$ cat config.mk
export PLATFORM = sky130hd
export DESIGN_NAME = clock_set_controller
export DESIGN_NICKNAME = d
export VERILOG_FILES = /design/src/rtl/clock_set_controller.sv
export SDC_FILE = /design/constraint.sdc
export NUM_CORES = 1
export LEC_CHECK = 0
export ABC_CLOCK_PERIOD_IN_PS = 3200
export CAP_MARGIN = 20
export CORE_ASPECT_RATIO = 1.2
export CORE_MARGIN = 2
export CORE_UTILIZATION = 52
export DETAILED_ROUTE_END_ITERATION = 8
export PLACE_DENSITY_LB_ADDON = 0.12
export SLEW_MARGIN = 20
export SYNTH_ARGS = -nofsm -noshare
export SYNTH_HDL_FRONTEND = slang
export SYNTH_SLANG_ARGS = --single-unit
$ cat constraint.sdc
create_clock -name clk_2hz -period 3.2 [get_ports clk_2hz]
set_clock_uncertainty 0.05 [all_clocks]
set_input_delay 0.64 -clock clk_2hz [delete_from_list [all_inputs] [get_ports clk_2hz]]
set_output_delay 0.64 -clock clk_2hz [all_outputs]
set_load 0.02 [all_outputs]
$ cat src/rtl/clock_set_controller.sv
// Key-driven time/alarm set-mode controller for the digital clock; owns the BCD working registers.
// Optional hold-to-repeat on key_inc is built when AUTO_REPEAT_EN is defined.
module clock_set_controller #(
    parameter int TIMEOUT    = 20,
    parameter int HOLD_TICKS = 4
) (
    input  logic       clk_2hz,
    input  logic       cr,
    input  logic       en,
    input  logic       key_mode,
    input  logic       key_inc,
    input  logic       key_confirm,
    input  logic [7:0] clock_hour,
    input  logic [7:0] clock_minute,
    input  logic [7:0] alarm_hour,
    input  logic [7:0] alarm_minute,
    output logic [7:0] set_hour,
    output logic [7:0] set_minute,
    output logic       clock_load,
    output logic       set_confirm,
    output logic [1:0] alarm_set_select,
    output logic [1:0] field_sel,
    output logic       blink
);

    localparam int IW = $clog2(TIMEOUT + 1);

    typedef enum logic [2:0] {
        RUN    = 3'd0,
        T_HOUR = 3'd1,
        T_MIN  = 3'd2,
        A_HOUR = 3'd3,
        A_MIN  = 3'd4
    } state_t;

    state_t          state, next_state;
    logic            mode_q, inc_q, conf_q;
    logic [IW-1:0]   idle_cnt, next_idle;
    logic [7:0]      next_hour, next_minute;
    logic            next_load, next_conf, next_blink;
    logic [1:0]      next_field;
    logic            conf_ev, mode_ev, inc_ev, inc_trig;

    function automatic logic [7:0] inc_hour(input logic [7:0] v);
        logic [3:0] t;
        logic [3:0] o;
        t = v[7:4];
        o = v[3:0];
        // Out-of-range values and 23 both collapse to 00.
        if (t > 4'd2 || o > 4'd9 || (t == 4'd2 && o >= 4'd3)) return 8'h00;
        else if (o == 4'd9)                                   return {t + 4'd1, 4'd0};
        else                                                   return {t, o + 4'd1};
    endfunction

    function automatic logic [7:0] inc_minute(input logic [7:0] v);
        logic [3:0] t;
        logic [3:0] o;
        t = v[7:4];
        o = v[3:0];
        if (t > 4'd5 || o > 4'd9 || (t == 4'd5 && o == 4'd9)) return 8'h00;
        else if (o == 4'd9)                                   return {t + 4'd1, 4'd0};
        else                                                   return {t, o + 4'd1};
    endfunction

    function automatic logic [1:0] field_of(input state_t s);
        case (s)
            T_HOUR, A_HOUR: return 2'b01;
            T_MIN,  A_MIN:  return 2'b10;
            default:        return 2'b00;
        endcase
    endfunction

`ifdef AUTO_REPEAT_EN
    localparam int HW = $clog2(HOLD_TICKS + 1);
    logic [HW-1:0] hold_cnt;

    // Counts held cycles after the rising edge and saturates; repeats fire while saturated.
    always_ff @(posedge clk_2hz or negedge cr) begin
        if (!cr)                           hold_cnt <= '0;
        else if (!key_inc || !inc_q)       hold_cnt <= '0;
        else if (hold_cnt != HW'(HOLD_TICKS)) hold_cnt <= hold_cnt + 1'b1;
    end

    assign inc_trig = (key_inc & ~inc_q) | (key_inc & inc_q & (hold_cnt == HW'(HOLD_TICKS)));
`else
    assign inc_trig = key_inc & ~inc_q;
`endif

    always_comb begin
        conf_ev = en & key_confirm & ~conf_q;
        mode_ev = en & key_mode & ~mode_q & ~conf_ev;
        inc_ev  = en & inc_trig & ~conf_ev & ~mode_ev;
    end

    always_comb begin
        next_state  = state;
        next_hour   = set_hour;
        next_minute = set_minute;
        next_load   = 1'b0;
        next_conf   = 1'b0;
        next_idle   = idle_cnt;
        if (!en) begin
            next_state = RUN;
            next_idle  = '0;
        end else if (state == RUN) begin
            next_idle = '0;
            if (mode_ev) begin
                next_state  = T_HOUR;
                next_hour   = clock_hour;
                next_minute = clock_minute;
            end
        end else if (conf_ev) begin
            next_state = RUN;
            next_idle  = '0;
            next_load  = (state == T_HOUR) || (state == T_MIN);
            next_conf  = (state == A_HOUR) || (state == A_MIN);
        end else if (mode_ev) begin
            next_idle = '0;
            case (state)
                T_HOUR: next_state = T_MIN;
                T_MIN: begin
                    next_state  = A_HOUR;
                    next_hour   = alarm_hour;
                    next_minute = alarm_minute;
                end
                A_HOUR:  next_state = A_MIN;
                default: next_state = RUN;
            endcase
        end else if (inc_ev) begin
            next_idle = '0;
            if (state == T_HOUR || state == A_HOUR) next_hour   = inc_hour(set_hour);
            else                                    next_minute = inc_minute(set_minute);
        end else if (idle_cnt == IW'(TIMEOUT - 1)) begin
            next_state = RUN;
            next_idle  = '0;
        end else begin
            next_idle = idle_cnt + 1'b1;
        end
        next_blink = (next_state != RUN) ? ~blink : 1'b0;
        next_field = field_of(next_state);
    end

    // Key history resets high so a key held through reset never produces an edge.
    always_ff @(posedge clk_2hz or negedge cr) begin
        if (!cr) begin
            mode_q <= 1'b1;
            inc_q  <= 1'b1;
            conf_q <= 1'b1;
        end else begin
            mode_q <= key_mode;
            inc_q  <= key_inc;
            conf_q <= key_confirm;
        end
    end

    always_ff @(posedge clk_2hz or negedge cr) begin
        if (!cr) begin
            state            <= RUN;
            set_hour         <= 8'h00;
            set_minute       <= 8'h00;
            clock_load       <= 1'b0;
            set_confirm      <= 1'b0;
            alarm_set_select <= 2'b00;
            field_sel        <= 2'b00;
            blink            <= 1'b0;
            idle_cnt         <= '0;
        end else begin
            state            <= next_state;
            set_hour         <= next_hour;
            set_minute       <= next_minute;
            clock_load       <= next_load;
            set_confirm      <= next_conf;
            alarm_set_select <= {2{next_conf}};
            field_sel        <= next_field;
            blink            <= next_blink;
            idle_cnt         <= next_idle;
        end
    end

endmodule

* Word-level counts from Yosys, hierarchy flattened
Index checks and enable logic that the tools add are counted.
** Storage, ports and cells
- Register bits :: 33
- Output and inout bits :: 23
- Logic and storage cells :: 117
** Cells by class
- Equality and inequality tests :: 17
- Mux-type cells :: 40
- Add/sub/neg operators :: 5
- Reduce and logical (&&, ||, !) cells :: 21
- Bitwise gates (word level) :: 15
- Magnitude comparators :: 5
** Operators with widths (count)
- $mux 8 :: 18
- $mux 5 :: 6
- $mux 3 :: 7
- $add 4x1->4 const B :: 4
- $reduce_and 7->1 :: 2
- $eq 3x2->1 const B :: 4
- $reduce_and 6->1 :: 2
- $and 1x1->1 :: 9
- $pmux 3 s3 :: 1
- $reduce_bool 3->1 :: 3
- $eq 4x4->1 const B :: 2
- $gt 4x4->1 const B :: 2
- $logic_or 1x1->1 :: 7
- $mux 1 :: 7
- $eq 3x1->1 const B :: 2
- $eq 3x3->1 const B :: 2
- $not 1->1 :: 6
- $add 5x1->5 const B :: 1
- $eq 5x5->1 const B :: 1
- $eq 4x2->1 const B :: 1
- $eq 4x3->1 const B :: 1
- $ge 4x2->1 const B :: 1
- $gt 4x2->1 const B :: 1
- $gt 4x3->1 const B :: 1
- other kinds (8) :: 12

* Depth between registers and ports, before layout
Gate-level depths: netlist of the first run.
- Depth after elaboration :: 14
- Mapped depth :: 8

* Worst setup path after synthesis of the first run
OpenSTA, ideal clock, no wires.
- Path kind :: register -> register
- Start :: register set_minute[4]
- End :: register set_minute[6]
- Arrival time :: 1.891 ns
- Stages on the path, launching flop included :: 8
- Period minus slack after synthesis :: 2.068 ns
- Data required time :: 3.022 ns
- Setup time :: 0.128 ns
- Buffers on the path :: 0
- Setup slack :: 1.132 ns
- Path through :: dfrtp_1 inv_1 ha_1 nor2_1 a211o_1 or2_4 o21ai_4 mux2_1
** On the way
- Word-level cells in the longest chain between the ends :: 9
- Elaborated cells between the ends (all ways) :: 15
- Classes of those cells :: add/sub (1); order compare (1); eq/ne (1); mux (7); reduce/logical (5)
** RTL lines
- start: declaration :: RTL line 18 : output logic [7:0] set_minute,
- start signal: assignment :: RTL line 170 : set_minute <= next_minute;
- $gt 4x3->1 / $eq 4x3->1 (equally long branches) :: RTL line 60 : if (t > 4'd5 || o > 4'd9 || (t == 4'd5 && o == 4'd9)) return 8'h00;
- $logic_or 1x1->1 / $logic_and 1x1->1 (equally long branches) :: RTL line 60
- $logic_or 1x1->1 :: RTL line 60
- $mux 8 :: RTL line 60
- $mux 8 :: RTL line 131 : if (state == T_HOUR || state == A_HOUR) next_hour = inc_hour(set_hour);
- $mux 8 :: RTL line 129 : end else if (inc_ev) begin
- $mux 8 :: RTL line 117 : end else if (mode_ev) begin
- $mux 8 :: RTL line 112 : end else if (conf_ev) begin
- $mux 8 :: RTL line 105 : end else if (state == RUN) begin
Parallel ways exist; a longest one is shown, timed or not. The select of a mux whose other input is x is not followed.
A chain may end at the register's enable or synchronous reset.

* Worst setup path in the final report of the first run
- Start :: input port key_confirm
- End :: register set_hour[7]
** On the way
- Word-level cells in the longest chain between the ends :: 8
- Elaborated cells between the ends (all ways) :: 17
- Classes of those cells :: eq/ne (3); mux (3); bitwise (7); reduce/logical (4)
** RTL lines
- start: declaration :: RTL line 12 : input logic key_confirm,
- $and 1x1->1 * (2 in series) :: RTL line 90 : conf_ev = en & key_confirm & ~conf_q;
- $not 1->1 :: RTL line 91, 92
- $and 1x1->1 :: RTL line 91 : mode_ev = en & key_mode & ~mode_q & ~conf_ev;
- $not 1->1 :: RTL line 92 : inc_ev = en & inc_trig & ~conf_ev & ~mode_ev;
- $and 1x1->1 :: RTL line 92
- $reduce_bool 2->1 (no source line)
- $reduce_and 7->1 (no source line)
- end signal: assignment :: RTL line 169 : set_hour <= next_hour;
- end: declaration :: RTL line 17 : output logic [7:0] set_hour,
Mark *: on every way between the ends. The rest lies on a longest branch, timed or not. The select of a mux whose other input is x is not followed.

==> results of run 1 <==
-- stage by stage --
step	area [um2]	setup slack, ps	hold WS (ps)
2_1_floorplan	2130	1130	294
3_3_place_gp	2720	477	394
3_5_place_dp	2720	429	383
4_1_cts	2830	718	392
5_1_grt	2830	624	408
6_report	2830	737	395
-- flip-flops by register name, indices dropped and copies added, names as in the netlist, 2 cells and up --
register / flops
set_minute: 8
set_hour: 8
idle_cnt: 5
field_sel: 2
state: 3
-- synthesized netlist by cell type, drive strengths merged (3+ instances only) --
cell type,n,area [um2]
nand2b,7,43.8
o31ai,3,22.5
a211o,5,43.8
o211ai,3,22.5
mux2,4,52.6
clkbuf,3,11.3
a21oi,16,91.3
dfstp,3,78.8
o2bb2ai,5,43.8
dfrtp,29,726
inv,11,41.3
a221oi,3,26.3
o32ai,4,50.1
buf,13,85.1
a211oi,4,30.0
nor4,3,18.8
nor2b,5,31.3
and3,3,18.8
mux2i,3,30.0
nor3,7,35.0
nand3,11,55.1
nor2,22,85.1
ha,6,75.1
nand2,14,55.1
xnor2,4,35.0
o21ai,12,71.3
-- area by class of cell --
cell class | instances | area share
Inverter | 11 | 0.0146
Sequential cell | 32 | 0.284
Tap cell | 54 | 0.0239
Timing Repair Buffer | 63 | 0.220
Multi-Input combinational cell | 172 | 0.419
Clock inverter | 2 | 0.0124
Clock buffer | 6 | 0.0256
-- placed cells by master, fill, tap and decap left out, types with 2 or more instances in the layout --
| cell | instances |
|---|---|
| a211o_1 | 5 |
| a211oi_1 | 4 |
| a21oi_1 | 15 |
| a221oi_1 | 3 |
| and2_1 | 2 |
| and2b_1 | 2 |
| and3_1 | 3 |
| buf_4 | 3 |
| clkbuf_8 | 5 |
| clkdlybuf4s50_1 | 60 |
| dfrtp_1 | 29 |
| dfstp_2 | 3 |
| ha_1 | 6 |
| inv_1 | 11 |
| mux2_1 | 2 |
| mux2_4 | 2 |
| mux2i_1 | 3 |
| nand2_1 | 13 |
| nand2b_1 | 7 |
| nand3_1 | 11 |
| nand4_1 | 2 |
| nand4bb_1 | 2 |
| nor2_1 | 21 |
| nor2b_1 | 5 |
| nor3_1 | 7 |
| nor3b_1 | 2 |
| nor4_1 | 3 |
| o211ai_1 | 3 |
| o21ai_0 | 8 |
| o21ai_1 | 3 |
| o22ai_1 | 2 |
| o2bb2ai_1 | 5 |
| o31ai_1 | 3 |
| o32ai_1 | 2 |
| o32ai_2 | 2 |
| xnor2_1 | 4 |
-- metal layers --
| metal | wire, um | GRT usage | vias up |
|---|---|---|---|
| li1 | - | - | 953 |
| met1 | 2180 | 0.295 | 927 |
| met2 | 2550 | 0.409 | 99 |
| met3 | 324 | 0.0439 | 5 |
| met4 | 55 | 0.0938 | 0 |
| met5 | 0 | 0 | - |
-- how the worst max path moves through the flow --
stage / to / slack (ps) / cells past startpoint
after global placement: set_hour[7] / 480 / 6
after global routing: set_minute[7] / 620 / 6
after detailed placement: set_hour[7] / 430 / 6
final: set_hour[7] / 740 / 6
after floorplan: set_minute[6] / 1130 / 7
after CTS: set_hour[7] / 720 / 6
-- power by group through the flow --
stage	Combinational [uW]	Clock, uW	Sequential (uW)
after global placement	731	0	623
after global routing	810	414	636
after CTS	746	392	617
after floorplan	383	0	689
final	741	385	621
after detailed placement	738	0	623
-- cells by family after synthesis --
family	synth area share
xor+xnor	0.0206
mux	0.0388
buf+inv	0.0647
simple gates	0.208
fa+ha+maj	0.0353
flops	0.378
compound gates	0.255
-- critical path, stage by stage --
cell and delay (ps):
clkdlybuf4s50_1 420, nand2b_1 300, nand2_2 210, a211o_1 460
nor2_2 240, mux2_4 310
==> results.py, run 1 <==
metrics = {
    "critical_path": {
        "start_kind": "input port",
        "regToRegSetupSlack_ps": 980,
        "worstSetupStartpoint": "key_confirm",
        "rr_startpoint": "conf_q",
        "crit_path_end_kind": "flip-flop",
        "critPathKind": "in -> reg",
        "required_ps": 3320,
        "worstPathMaxFanout": 12,
        "cp.arrival_ps": 2580,
        "reg2reg_to": "set_hour[7]",
        "rr_worst_depth": 5,
    },
    "sta": {
        "slew_headroom": 0.497,
        "finalSetupViolations": 0,
        "tns_ps": 0,
        "period_needed_ps": 2460,
        "report.final.slew_viol_count": 0,
        "fin_crit_sh": 0.770,
        "fmax_ghz": 0.406,
        "rsz0062_at_grt": "no",
        "finalHoldViolations": 0,
        "worst_slew_pin_slew_ps": 754,
    },
    "synthesis": {
        "yosysUniqueCellTypes": 57,
        "synth_ff_type": "dfrtp_1",
        "async_flop_share": 1.00,
        "seq_area_frac_synth": 0.378,
        "netlist_area_mm2": 0.00213,
        "synth_edf_count": 0,
        "yosys_warnings": 0,
        "postSynthAreaPerCell_um2": 9.21,
        "syn_inst": 231,
        "synth_nets": 275,
        "ys_seq_elements": 32,
    },
    "min_path": {
        "min_from": "blink",
        "worstHoldPathCells": 1,
        "hp-class": "reg -> reg",
        "min_to": "blink",
    },
    "routing": {
        "wl_per_cell_um": 15.0,
        "drtIter0Drc": 183,
        "dr.pass1.iters": 4,
        "dr_total_vias": 1984,
        "ant_nets": 0,
        "wirelength_um": 5110,
        "drc": 0,
        "via_per_inst": 5.84,
    },
    "place": {
        "dp.cells": 332,
        "place_congestion": 0.830,
        "port_buffers": 60,
        "dp_hpwl_um": 3650,
    },
    "cells_and_area": {
        "fin_util": 0.718,
        "area_growth_pct": 33.0,
        "num_antenna_cells": 0,
        "drive_above_1_share": 0.0839,
        "fin_nets": 329,
        "fillerInstances": 339,
        "regArea_um2": 805,
        "layout.cells.non_filler": 340,
        "multi_input_area_mm2": 0.00119,
    },
    "power": {
        "p_sw_frac": 0.377,
        "power_frac_seq": 0.355,
        "irDropWorstVdd_v": 0.000505,
        "p_leak_uw": 0.00116,
        "power_density_mw_per_mm2": 617,
        "total_power_uw": 1750,
        "p_int_uw": 1090,
        "p_switching_uw": 660,
        "clkPwrFrac": 0.220,
        "power.share.combinational": 0.424,
    },
    "global_routing": {
        "grt_pass1_wl_um": 8720,
        "grt_usage": 0.236,
        "first_global_vias": 1905,
        "grt_max_degree": 33,
        "antenna_found_initial": 0,
        "grt-ovfl-total": 0,
    },
    "floorplan": {
        "core_area_mm2": 0.00394,
        "start_util": 0.540,
        "die_area_mm2": 0.00462,
        "ios": 61,
        "die_h_um": 74.1,
        "rows": 25,
        "die_w_um": 62.4,
    },
    "cts": {
        "cts_root_buf": "clkbuf_8",
        "numCtsBuffers": 5,
        "tritoncts": "built",
        "postCtsSetupBuffers": 0,
        "postCtsHoldBufs": 0,
        "htreeDepth": 2,
        "clk_pin_slew_ps": 60,
        "clock_sink_count": 32,
        "post_cts_resized": 0,
        "clkLatencyLatePin_ps": 290,
        "clock_path_buffers": 2,
    },
    "run_status": {
        "outcome": "completed",
    },
    "job": {
        "maxCapViolCount": 0,
    },
}
No activity file was read; power rests on OpenSTA's default activity.
==> run 2, diff against run 1 <==
--- a/config.mk
+++ b/config.mk
@@ -5,11 +5,11 @@
 export SDC_FILE = /design/constraint.sdc
 export NUM_CORES = 1
 export LEC_CHECK = 0
-export ABC_CLOCK_PERIOD_IN_PS = 3200
+export ABC_CLOCK_PERIOD_IN_PS = 2029
 export CAP_MARGIN = 20
 export CORE_ASPECT_RATIO = 1.2
 export CORE_MARGIN = 2
-export CORE_UTILIZATION = 52
+export CORE_UTILIZATION = 43
 export DETAILED_ROUTE_END_ITERATION = 8
 export PLACE_DENSITY_LB_ADDON = 0.12
 export SLEW_MARGIN = 20
==> constraint.sdc (replaced) <==
create_clock -name clk_2hz -period 2.03 [get_ports clk_2hz]
set_clock_uncertainty 0.05 [all_clocks]
set_input_delay 0.406 -clock clk_2hz [delete_from_list [all_inputs] [get_ports clk_2hz]]
set_output_delay 0.406 -clock clk_2hz [all_outputs]
set_load 0.02 [all_outputs]
==> run 2 against run 1 <==
Via count rose by 4.9%. Count of clock-buffer cells in the layout did not move. Design area is 10% higher. Clock power up 31%. Combinational power grew 110%. Register-to-register slack got worse by 890 ps. First-iteration DRC count fell by 58%.
==> results.py, run 2 (same netlist as run 1, synthesis figures left out) <==
metrics = {
    "sta": {
        "finalSetupViolations": 0,
        "worst_slew_pin_slew_ps": 549,
        "fin_crit_sh": 0.964,
        "fmax_ghz": 0.511,
        "rsz0062_at_grt": "no",
        "period_needed_ps": 1960,
        "report.final.slew_viol_count": 0,
        "fin_ws_ps": 72.7,
        "slew_headroom": 0.631,
        "finalHoldViolations": 0,
    },
    "critical_path": {
        "cp.arrival_ps": 2080,
        "required_ps": 2160,
        "crit_path_end_kind": "flip-flop",
        "start_kind": "input port",
        "critPathKind": "in -> reg",
        "worstPathMaxFanout": 6,
    },
    "floorplan": {
        "start_util": 0.440,
        "rows": 28,
        "ios": 61,
        "die_area_mm2": 0.00553,
        "die_w_um": 68.2,
        "core_area_mm2": 0.00483,
        "die_h_um": 81.1,
    },
    "global_routing": {
        "antenna_found_initial": 0,
        "grt_pass1_wl_um": 9020,
        "first_global_vias": 2011,
        "grt-ovfl-total": 0,
        "grt_max_degree": 33,
        "grt_usage": 0.215,
    },
    "routing": {
        "via_per_inst": 5.45,
        "ant_nets": 0,
        "drtIter0Drc": 76,
        "dr_total_vias": 2082,
        "wl_per_cell_um": 14.5,
        "wirelength_um": 5560,
        "dr.pass1.iters": 4,
        "drc": 0,
    },
    "cts": {
        "htreeDepth": 2,
        "numCtsBuffers": 5,
        "clock_sink_count": 32,
        "clk_pin_slew_ps": 70,
        "clkLatencyLatePin_ps": 290,
        "clock_path_buffers": 2,
        "tritoncts": "built",
        "cts_root_buf": "clkbuf_8",
    },
    "cells_and_area": {
        "regArea_um2": 807,
        "fin_nets": 365,
        "multi_input_area_mm2": 0.00120,
        "top_regs": "set_hour x8, set_minute x8, idle_cnt x5",
        "fin_util": 0.644,
        "fin_area_mm2": 0.00311,
        "mostFrequentLayoutCells": "clkdlybuf4s50_1, buf_4, dfrtp_1, nor2_1, a21oi_1",
        "drive_above_1_share": 0.217,
        "num_antenna_cells": 0,
        "fillerInstances": 423,
        "area_growth_pct": 46.3,
        "mostFrequentLayoutCell": "clkdlybuf4s50_1",
    },
    "place": {
        "port_buffers": 60,
        "post-place-ws_ps": -276,
        "placed_cell_area_mm2": 0.00299,
        "place_congestion": 0.861,
        "dp_hpwl_um": 4190,
    },
    "min_path": {
        "hp-class": "reg -> reg",
    },
    "power": {
        "power.share.combinational": 0.515,
        "p_int_uw": 1840,
        "p_leak_uw": 0.00133,
        "power_frac_seq": 0.313,
        "p_switching_uw": 1100,
        "total_power_uw": 2940,
        "p_sw_frac": 0.374,
        "clkPwrFrac": 0.172,
        "irDropWorstVdd_v": 0.000627,
        "power_density_mw_per_mm2": 945,
    },
    "job": {
        "maxCapViolCount": 0,
    },
    "run_status": {
        "outcome": "completed",
    },
}
==> run 2: cell count changes in the layout (fill, tap and decap cells not counted), moves of 2 or more <==
cell	previous run	this run
buf_4	3	39
dfrtp_1	29	27
dfrtp_2	0	2
inv_1	11	9
inv_2	0	2
==> run 2: final cells by class <==
type	count	share of cell area
clock buffers	6	0.0265
flip-flops and latches	32	0.259
multi-input cells	172	0.387
clock inverters	2	0.00322
repair buffers	99	0.287
well taps	60	0.0241
inverters	11	0.0133
==> run 2: worst paths after layout <==
check	start	slack (ps)	endpoint	cells after the start
setup / recovery	key_mode	70	set_hour[7]	6
hold / removal	blink	400	blink	1
setup reg to reg	set_minute[4]	90	set_minute[6]	7
hold reg to reg	blink	400	blink	1
max in group asynchronous	cr	1130	inc_q	2
min in group asynchronous	cr	470	idle_cnt[2]	2
==> run 2: metrics by stage <==
stage	setup TNS (ps)	hold WS [ps]	instances
2_1_floorplan	0	60.4	231
3_3_place_gp	-2920	388	372
3_5_place_dp	-3680	392	372
4_1_cts	0	405	380
5_1_grt	0	432	382
6_report	0	402	382
==> run 2: critical path, stage by stage <==
cell and delay, ps:
clkdlybuf4s50_1 440, and2b_2 270, a32oi_4 280, and3_1 320, nor2_2 80, mux2_4 290
==> run 2: layer usage <==
layer  share of wire  global-route usage  vias to the layer above
li1                -                   -                     1027
met1            0.44               0.265                      985
met2            0.49               0.366                       63
met3           0.051              0.0457                        7
met4           0.017              0.0740                        0
met5               0                   0                        -
==> run 2: power by group through the flow <==
stage          clock network [uW]  registers (uW)  logic, uW
5_1_grt                       556             935       1640
3_3_place_gp                    0             931       1450
3_5_place_dp                    0             931       1470
6_report                      506             920       1520
2_1_floorplan                   0            1100        612
4_1_cts                       523             923       1480
==> run 2: timing repair <==
action / in CTS / in global routing
buffers inserted: 0 / 2
hold buffers: 0 / 0
resized for setup: 0 / 4
endpoints found under the setup margin: 0 / 12
